===== config.mk =====
export PLATFORM = sky130hd
export DESIGN_NAME = kore_rfarb
export DESIGN_NICKNAME = d
export VERILOG_FILES = /design/src/rtl/kore_rfarb.sv
export SDC_FILE = /design/constraint.sdc
export NUM_CORES = 1
export LEC_CHECK = 0
export CORE_UTILIZATION = 41
export CTS_BUF_LIST = sky130_fd_sc_hd__clkbuf_4 sky130_fd_sc_hd__clkbuf_8
export DETAILED_ROUTE_END_ITERATION = 12
export GPL_TIMING_DRIVEN = 0
export PLACE_DENSITY = 0.92
export SLEW_MARGIN = 0
export SYNTH_ARGS = -nofsm -noshare
export SYNTH_HDL_FRONTEND = slang
export SYNTH_SLANG_ARGS = --single-unit

===== constraint.sdc =====
create_clock -name clk -period 5.65 [get_ports clk]
set_clock_uncertainty 0.05 [all_clocks]
set_input_delay 0.565 -clock clk [delete_from_list [all_inputs] [get_ports clk]]
set_output_delay 0.565 -clock clk [all_outputs]
set_load 0.02 [all_outputs]

===== src/rtl/kore_rfarb.sv =====
// kore_rfarb: arbitrates NREQ functional-unit FSMs onto a single register-file
// port. Round-robin between unlocked requesters; a requester may lock the port
// for up to LOCK_MAX consecutive transfers. Reads return two edges after the
// transfer edge on a shared rdata bus tagged by a one-hot rdata_vld.
module kore_rfarb #(
    parameter int NREQ     = 4,
    parameter int AW       = 5,
    parameter int DW       = 32,
    parameter int LOCK_MAX = 4
) (
    input  logic                 clk,
    input  logic                 rst,
    input  logic [NREQ-1:0]      req,
    input  logic [NREQ-1:0]      req_wr,
    input  logic [NREQ-1:0]      req_lock,
    input  logic [NREQ*AW-1:0]   req_addr,
    input  logic [NREQ*DW-1:0]   req_wdata,
    output logic [NREQ-1:0]      gnt,
    output logic [NREQ-1:0]      rdata_vld,
    output logic [DW-1:0]        rdata,
    output logic [AW-1:0]        rf_sel,
    output logic                 rf_rd,
    output logic                 rf_wt,
    output logic [DW-1:0]        rf_wdata,
    input  logic [DW-1:0]        rf_rdata,
    output logic                 busy
);
    localparam int PW = (NREQ > 1) ? $clog2(NREQ) : 1;
    localparam int CW = $clog2(LOCK_MAX + 1);

    typedef enum logic [1:0] {
        S_IDLE   = 2'd0,
        S_OPEN   = 2'd1,
        S_LOCKED = 2'd2
    } state_t;

    state_t          r_state;
    state_t          w_state_nxt;
    logic [PW-1:0]   r_rr_ptr;
    logic [PW-1:0]   r_own;
    logic [CW-1:0]   r_lock_cnt;
    logic [AW-1:0]   r_sel;
    logic            r_rd;
    logic            r_wt;
    logic [DW-1:0]   r_wdata;
    logic [PW-1:0]   r_rd_idx;
    logic            r_pend;
    logic [PW-1:0]   r_pend_idx;
    logic [DW-1:0]   r_rdata;
    logic [NREQ-1:0] r_rdata_vld;

    logic [NREQ-1:0] w_gnt;
    logic [PW-1:0]   w_gidx;
    logic            w_xfer;
    logic            w_wr;
    logic            w_lock;
    logic            w_lock_last;
    logic [AW-1:0]   w_addr;
    logic [DW-1:0]   w_wdata;

    // Successor index with wrap from NREQ-1 back to 0.
    function automatic logic [PW-1:0] next_idx(input logic [PW-1:0] i);
        return (int'(i) == NREQ - 1) ? '0 : PW'(int'(i) + 1);
    endfunction

    // State register
    always_ff @(posedge clk or posedge rst) begin
        if (rst) r_state <= S_IDLE;
        else     r_state <= w_state_nxt;
    end

    // Next state: locked owner keeps the port until it drops, unlocks or hits LOCK_MAX
    always_comb begin
        w_state_nxt = r_state;
        case (r_state)
            S_LOCKED: begin
                if (!req[r_own])                w_state_nxt = S_IDLE;
                else if (!w_lock || w_lock_last) w_state_nxt = S_OPEN;
            end
            default: begin
                if (!w_xfer)                        w_state_nxt = S_IDLE;
                else if (w_lock && (LOCK_MAX > 1))  w_state_nxt = S_LOCKED;
                else                                w_state_nxt = S_OPEN;
            end
        endcase
    end

    // Grant output: owner only while locked, else first active requester from rr_ptr
    always_comb begin
        logic [PW-1:0] v_idx;
        logic          v_found;
        w_gnt   = '0;
        v_idx   = '0;
        v_found = 1'b0;
        if (!rst) begin
            if (r_state == S_LOCKED) begin
                w_gnt[r_own] = req[r_own];
            end else begin
                for (int k = 0; k < NREQ; k++) begin
                    v_idx = PW'((int'(r_rr_ptr) + k) % NREQ);
                    if (!v_found && req[v_idx]) begin
                        w_gnt[v_idx] = 1'b1;
                        v_found      = 1'b1;
                    end
                end
            end
        end
    end

    // Encode the one-hot grant to select the winner's request fields
    always_comb begin
        w_gidx = '0;
        for (int i = 0; i < NREQ; i++) begin
            if (w_gnt[i]) w_gidx = PW'(i);
        end
    end

    assign w_xfer      = |w_gnt;
    assign w_wr        = req_wr[w_gidx];
    assign w_lock      = req_lock[w_gidx];
    assign w_addr      = req_addr[int'(w_gidx)*AW +: AW];
    assign w_wdata     = req_wdata[int'(w_gidx)*DW +: DW];
    assign w_lock_last = (r_lock_cnt == CW'(LOCK_MAX - 1));

    // Round-robin pointer, lock owner and count of transfers made under the lock
    always_ff @(posedge clk or posedge rst) begin
        if (rst) begin
            r_rr_ptr   <= '0;
            r_own      <= '0;
            r_lock_cnt <= '0;
        end else if (r_state == S_LOCKED) begin
            if (req[r_own] && w_lock && !w_lock_last) begin
                r_lock_cnt <= r_lock_cnt + CW'(1);
            end else begin
                r_rr_ptr   <= next_idx(r_own);
                r_lock_cnt <= '0;
            end
        end else if (w_xfer) begin
            r_rr_ptr <= next_idx(w_gidx);
            if (w_lock && (LOCK_MAX > 1)) begin
                r_own      <= w_gidx;
                r_lock_cnt <= CW'(1);
            end
        end
    end

    // Register-file command: one-cycle strobes, address and write data held between transfers
    always_ff @(posedge clk or posedge rst) begin
        if (rst) begin
            r_rd     <= 1'b0;
            r_wt     <= 1'b0;
            r_sel    <= '0;
            r_wdata  <= '0;
            r_rd_idx <= '0;
        end else begin
            r_rd <= w_xfer & ~w_wr;
            r_wt <= w_xfer &  w_wr;
            if (w_xfer) begin
                r_sel    <= w_addr;
                r_rd_idx <= w_gidx;
            end
            if (w_xfer && w_wr) r_wdata <= w_wdata;
        end
    end

    // Read return: wait one edge for the RF, then capture data and tag the requester
    always_ff @(posedge clk or posedge rst) begin
        if (rst) begin
            r_pend      <= 1'b0;
            r_pend_idx  <= '0;
            r_rdata     <= '0;
            r_rdata_vld <= '0;
        end else begin
            r_pend      <= r_rd;
            r_pend_idx  <= r_rd_idx;
            r_rdata_vld <= '0;
            if (r_pend) begin
                r_rdata                 <= rf_rdata;
                r_rdata_vld[r_pend_idx] <= 1'b1;
            end
        end
    end

    assign gnt       = w_gnt;
    assign rf_rd     = r_rd;
    assign rf_wt     = r_wt;
    assign rf_sel    = r_sel;
    assign rf_wdata  = r_wdata;
    assign rdata     = r_rdata;
    assign rdata_vld = r_rdata_vld;
    assign busy      = (r_state == S_LOCKED) | r_rd | r_pend;
endmodule


# Word-level counts from Yosys, hierarchy flattened
# Cells that the tools add are included.
[op_classes]
n_addsub = 6
n_mul = 1
n_lt_le_gt_ge = 13
eq_ne = 6
n_shift = 2
n_mux = 65
bitwise_logic = 10
reduce_logical = 24
[op_table]
columns = ["cell", "count"]
rows = [
  ["$shiftx 128x8->32", 1],
  ["$mux 4", 13],
  ["$mux 2", 12],
  ["$mux 1", 23],
  ["$lt 2x3->1 const B", 7],
  ["$shiftx 20x6->5", 1],
  ["$bmux 1 s2", 7],
  ["$demux 1 s2", 6],
  ["$ge 2x1->1 const B", 6],
  ["$logic_and 1x1->1", 12],
  ["$mux 3", 4],
  ["$or 4x4->4", 3],
  ["$add 2x1->2 const B", 3],
  ["$logic_not 1->1", 5],
  ["$mul 2x3->5 const B", 1],
  ["$add 2x2->2 const B", 2],
  ["$and 4x4->4", 1],
  ["$eq 2x1->1 const B", 2],
  ["$reduce_and 2->1", 2],
  ["$reduce_bool 2->1", 2],
  ["$reduce_or 4->1", 1],
  ["$add 3x1->3 const B", 1],
  ["$eq 3x2->1 const B", 1],
  ["$ne 3x3->1 const B", 1],
  ["other kinds (7)", 10],
]
[totals]
reg_bits = 89
inputBits = 194
output_inout_bits = 80
word_cells = 140

# Depth between registers and ports, before layout
[logic_depth]
depth_word = 30
depth_mapped = 16

# Worst setup path before layout
# No wires, ideal clock.
[synth_timing]
kind = "register to register"
startpoint = "register r_rr_ptr[0]"
endpoint = "register r_wdata[10] (netlist: rf_wdata[10])"
setup_ps = 125
arrival_time_ps = 3735
required_time_ps = 5475
setup_slack_ps = 1740
path_stages_with_launch = 15
path_buffers = 3
cell_sequence = "dfrtp_1 buf_4 inv_1 ha_1 buf_6 mux2_4 and3_1 a2111o_1 a211oi_4 or2_2 nand2_4 or3_4 o211ai_4 buf_12 mux2_4"
[synth_between]
elab_chain_len = 26
[synth_lines]
columns = ["element", "line_no", "rtl"]
rows = [
  ["start: declaration", "39", "logic [PW-1:0] r_rr_ptr;"],
  ["start signal: assignment", "135", "r_rr_ptr <= next_idx(r_own);"],
  ["start signal: assignment", "139", "r_rr_ptr <= next_idx(w_gidx);"],
  ["parallel branches: the longest is 17 deep, another holds $lt 2x3->1", "-", ""],
  ["$mux 4 (*)", "101", "if (!v_found && req[v_idx]) begin"],
  ["$mux 4 (*)", "96", "if (r_state == S_LOCKED) begin"],
  ["$mux 4 (*)", "95", "if (!rst) begin"],
  ["parallel branches: the longest is 6 deep, another holds $shiftx 128x8->32", "-", ""],
  ["end signal: assignment", "162", "if (w_xfer && w_wr) r_wdata <= w_wdata;"],
  ["end: declaration", "45", "logic [DW-1:0] r_wdata;"],
]
# Mark *: on every way between the ends. The select of a mux whose other input is x is not followed.
# A chain may end at the register's enable or synchronous reset.

# Worst setup path in the final report
[layout_timing]
startpoint = "register r_rr_ptr[0]"
endpoint = "output port gnt[2]"
[layout_between]
elab_chain_len = 20
[layout_lines]
columns = ["element", "line_no", "rtl"]
rows = [
  ["parallel branches: the longest is 17 deep, another holds $lt 2x3->1", "-", ""],
  ["$mux 4 (*)", "101", ""],
  ["$mux 4 (*)", "96", ""],
  ["$mux 4 (*)", "95", ""],
  ["end: declaration", "18", "output logic [NREQ-1:0] gnt,"],
]
# Marks and branches as above.

==> flow_summary_export.csv <==
group,metric,value,unit
synthesis,yosysSeqAreaShare,43.4,%
power_and_ir_drop,clockPowerShare,9.5,%
synthesis,synth-seq-cells,89,
sta,min_period,4620,ps
grt,first_global_vias,5254,
layout,antenna_cells,0,
synthesis,netlist_area,5130,sq um
worst_setup_path,crit_top_cell,"inv_1",
routing,drt-initial-drc-count,313,
power_and_ir_drop,intPower,3.00,mW
worst_setup_path,start_kind,"register",
power_and_ir_drop,pwr-share-seq,22.5,%
routing,viasPerCell,5.44,
synthesis,synth_flop_cell,"dfrtp_1",
floorplanning,core_area,12100,sq um
power_and_ir_drop,power.total,5.19,mW
synthesis,synth_top_cell_area_share,43.4,%
floorplanning,io_pins,274,
layout,fin_nets,973,
synthesis,synthCells,482,
clock_network,cts_buffers,9,
sta,max_freq,0.216,GHz
layout,instances_no_fill,940,
power_and_ir_drop,power_density,623,nW/um^2
routing,totalWireLength,17.3,mm
floorplanning,row_count,40,
synthesis,syn-num-nets,688,
worst_setup_path,cp_slowest_stage_delay,580,ps
worst_hold_path,hp-class,"register to register",
sta,finalSetupViolCount,0,
synthesis,synth-edff-count,0,
routing,drt-pass1-iter-count,5,
clock_network,cts_resized,0,
sta,slew_violations,0,
synthesis,synth.most_common_cell,"nand2_1",
grt,grtUsageTotal,26.4,%
synthesis,syn_area_per_cell,10.6,sq um
power_and_ir_drop,swShare,42.2,%
synthesis,synth.distinct_cells,58,
power_and_ir_drop,irDropWorstVdd,0.312,mV
place,numPortBuffers,273,
clock_network,cts_tree,"done",
power_and_ir_drop,p_sw,2.19,mW
clock_network,cts_setup_buffers,0,
clock_network,cts_hold_buf,0,
worst_setup_path,path_class,"register to primary output",
synthesis,netlist_top_cells_area,"dfrtp_1 43%, mux2_4 8.8%, mux2_2 8.6%",
clock_network,h-tree-depth,3,
worst_setup_path,path_buf_inv,5,
sta,period_share,81.8,%
sta,hold_viol,0,
synthesis,netlist_top_cells_count,"93 x nand2_1, 89 x dfrtp_1, 40 x a31oi_1",
routing,via_count,5112,
floorplanning,fp.dieArea,13000,sq um
layout,drive_gt1_share,14.9,%
clock_network,clk_latency,360,ps
worst_setup_path,slowest_stage,"dfrtp_1",
clock_network,clock_path_buffers,2,
routing,drc,0,
grt,antenna_found_initial,0,
synthesis,async_flop_share,100,%
worst_setup_path,end_kind,"primary output",
layout,area_delta_synth_final,62.3,%
worst_setup_path,crit_chain,"buf_4 > inv_1 > ha_1 > buf_6 > mux2_4 > and3_1 > a2111o_1 > a211oi_4 > or2_2 > inv_1 > clkdlybuf4s50_1",
power_and_ir_drop,static-leakage-power,3.52,nW
worst_setup_path,worstPathMaxFanout,10,
sta,fin_tns_setup,0,ps
grt,grt_max_degree,54,
place,post-dp-hpwl,13.6,mm
synthesis,synth_top_area_cell,"dfrtp_1",
clock_network,clk_pin_slew_worst_paths,100,ps
routing,antenna_left,0,
power_and_ir_drop,p_comb_share,68.0,%
sta,max-slew-margin-rel,54.3,%
floorplanning,fp.dieH,114,um
place,dp_cells,924,
clock_network,clock-sinks,89,
routing,wl_per_cell,18.4,um
run,cap_violations,0,
worst_setup_path,worst_ep_required_time,5040,ps
sta,whs,338,ps
clock_network,cts_root_buffer,"clkbuf_8",
run_status,status,"complete, no violations",
floorplanning,start_util,42.3,%
sta,rsz0062_at_grt,"false",
place,globalplace.congestion,0.937,
sta,worst_slew_pin_slew,685,ps
worst_setup_path,crit_family,"buffers and inverters",
worst_setup_path,arrival,4000,ps
grt,grt_pass1_wl,26.5,mm
grt,overflow,0,
floorplanning,fp.dieW,114,um
synthesis,synth_warnings,0,
==> flip-flops by register name (all words and copies together), names as in the netlist <==
name / cells
rdata: 32
rf_wdata: 32
rf_sel: 5
rdata_vld: 4
r_lock_cnt: 3
r_own: 2
r_pend_idx: 2
r_rd_idx: 2
r_rr_ptr: 2
r_state: 2
r_pend: 1
rf_rd: 1
rf_wt: 1
==> cells by family (layout without fill, tap and decap cells) <==
logic type                 Yosys count  count (layout)  synth area share [%]
and+or+nand+nor                    137             137                  12.1
AOI/OAI and AO/OA                  114             114                  15.7
muxes                               84              84                  21.1
adders and majority gates           12              12                  2.93
buffers and inverters               46             336                  4.71
DFF                                 89              89                  43.4
==> worst register-to-register path, cell delays in order, from the launching register on <==
cell      delay [ps]
dfrtp_1          580
buf_4            250
inv_1            110
ha_1             320
buf_6            140
mux2_4           320
and3_1           180
a2111o_1         440
a211oi_4         380
or2_2            220
inv_1            130
nand2_1          270
buf_1            510
o22ai_1          200
a31oi_1          220
mux2_4           180
==> layout by cell type (no fill, tap or decap), types with 3 or more instances in the layout <==
master	netlist	routed
clkdlybuf4s50_1	0	273
nand2_1	93	93
dfrtp_1	89	89
a31oi_1	40	40
mux2_2	39	39
o22ai_1	35	35
mux2_4	30	30
clkbuf_1	15	15
inv_1	14	13
nor2_1	12	12
ha_1	12	12
mux2i_1	10	10
clkbuf_8	0	9
buf_2	7	7
o21ai_0	6	6
nand3_1	6	6
buf_1	5	5
and3_1	5	5
a21oi_1	5	5
a22o_1	5	5
mux4_2	3	3
o21a_1	3	3
nor4bb_1	3	3
buf_12	3	3
==> routing by layer <==
layer  GRT usage, %  vias to the layer above  routed length [um]
li1               -                     2330                   -
met1           30.7                     2472                6770
met2           46.2                      261                8770
met3           5.95                       49                1120
met4           12.6                        0                 633
met5              0                        -                   0
==> through the flow <==
step	area (sq um)	worst slack, ps	utilization, %
2_1_floorplan	5130	1740	-
3_3_place_gp	8070	1170	66.6
3_5_place_dp	8100	1150	66.9
4_1_cts	8320	1020	68.7
5_1_grt	8320	865	68.7
6_report	8320	1030	68.7
==> final timing paths <==
| path | startpoint | end | slack [ps] | cells after the start |
|---|---|---|---|---|
| worst max register to register | r_rr_ptr[0] | rf_wdata[7] | 1090 | 15 |
| max in group asynchronous | rst | rf_wdata[4] | 4170 | 3 |
| worst max-delay path | r_rr_ptr[0] | gnt[2] | 1030 | 11 |
| worst min-delay path | r_rd_idx[1] | r_pend_idx[1] | 340 | 0 |
| worst min register to register | r_rd_idx[1] | r_pend_idx[1] | 340 | 0 |
| min in group asynchronous | rst | r_rr_ptr[0] | 750 | 2 |
==> layout make-up <==
class                   count  area, sq um
clock inverters             6         90.1
repair buffers            274         2760
well taps                 168          210
multi-input cells         347         2660
plain buffers              32          189
clock buffers              10          131
fillers                   932         3790
inverters                  14         55.1
flip-flops and latches     89         2230
==> power groups by stage <==
stage                     registers [mW]  clock network (mW)  logic [mW]
after global routing                1.21               0.534        3.75
final                               1.16               0.495        3.53
after global placement              1.16                   0        3.42
after CTS                           1.17               0.504        3.53
after detailed placement            1.18                   0        3.52
after floorplan                     1.48                   0        1.97
No activity file was read; power rests on OpenSTA's default activity.
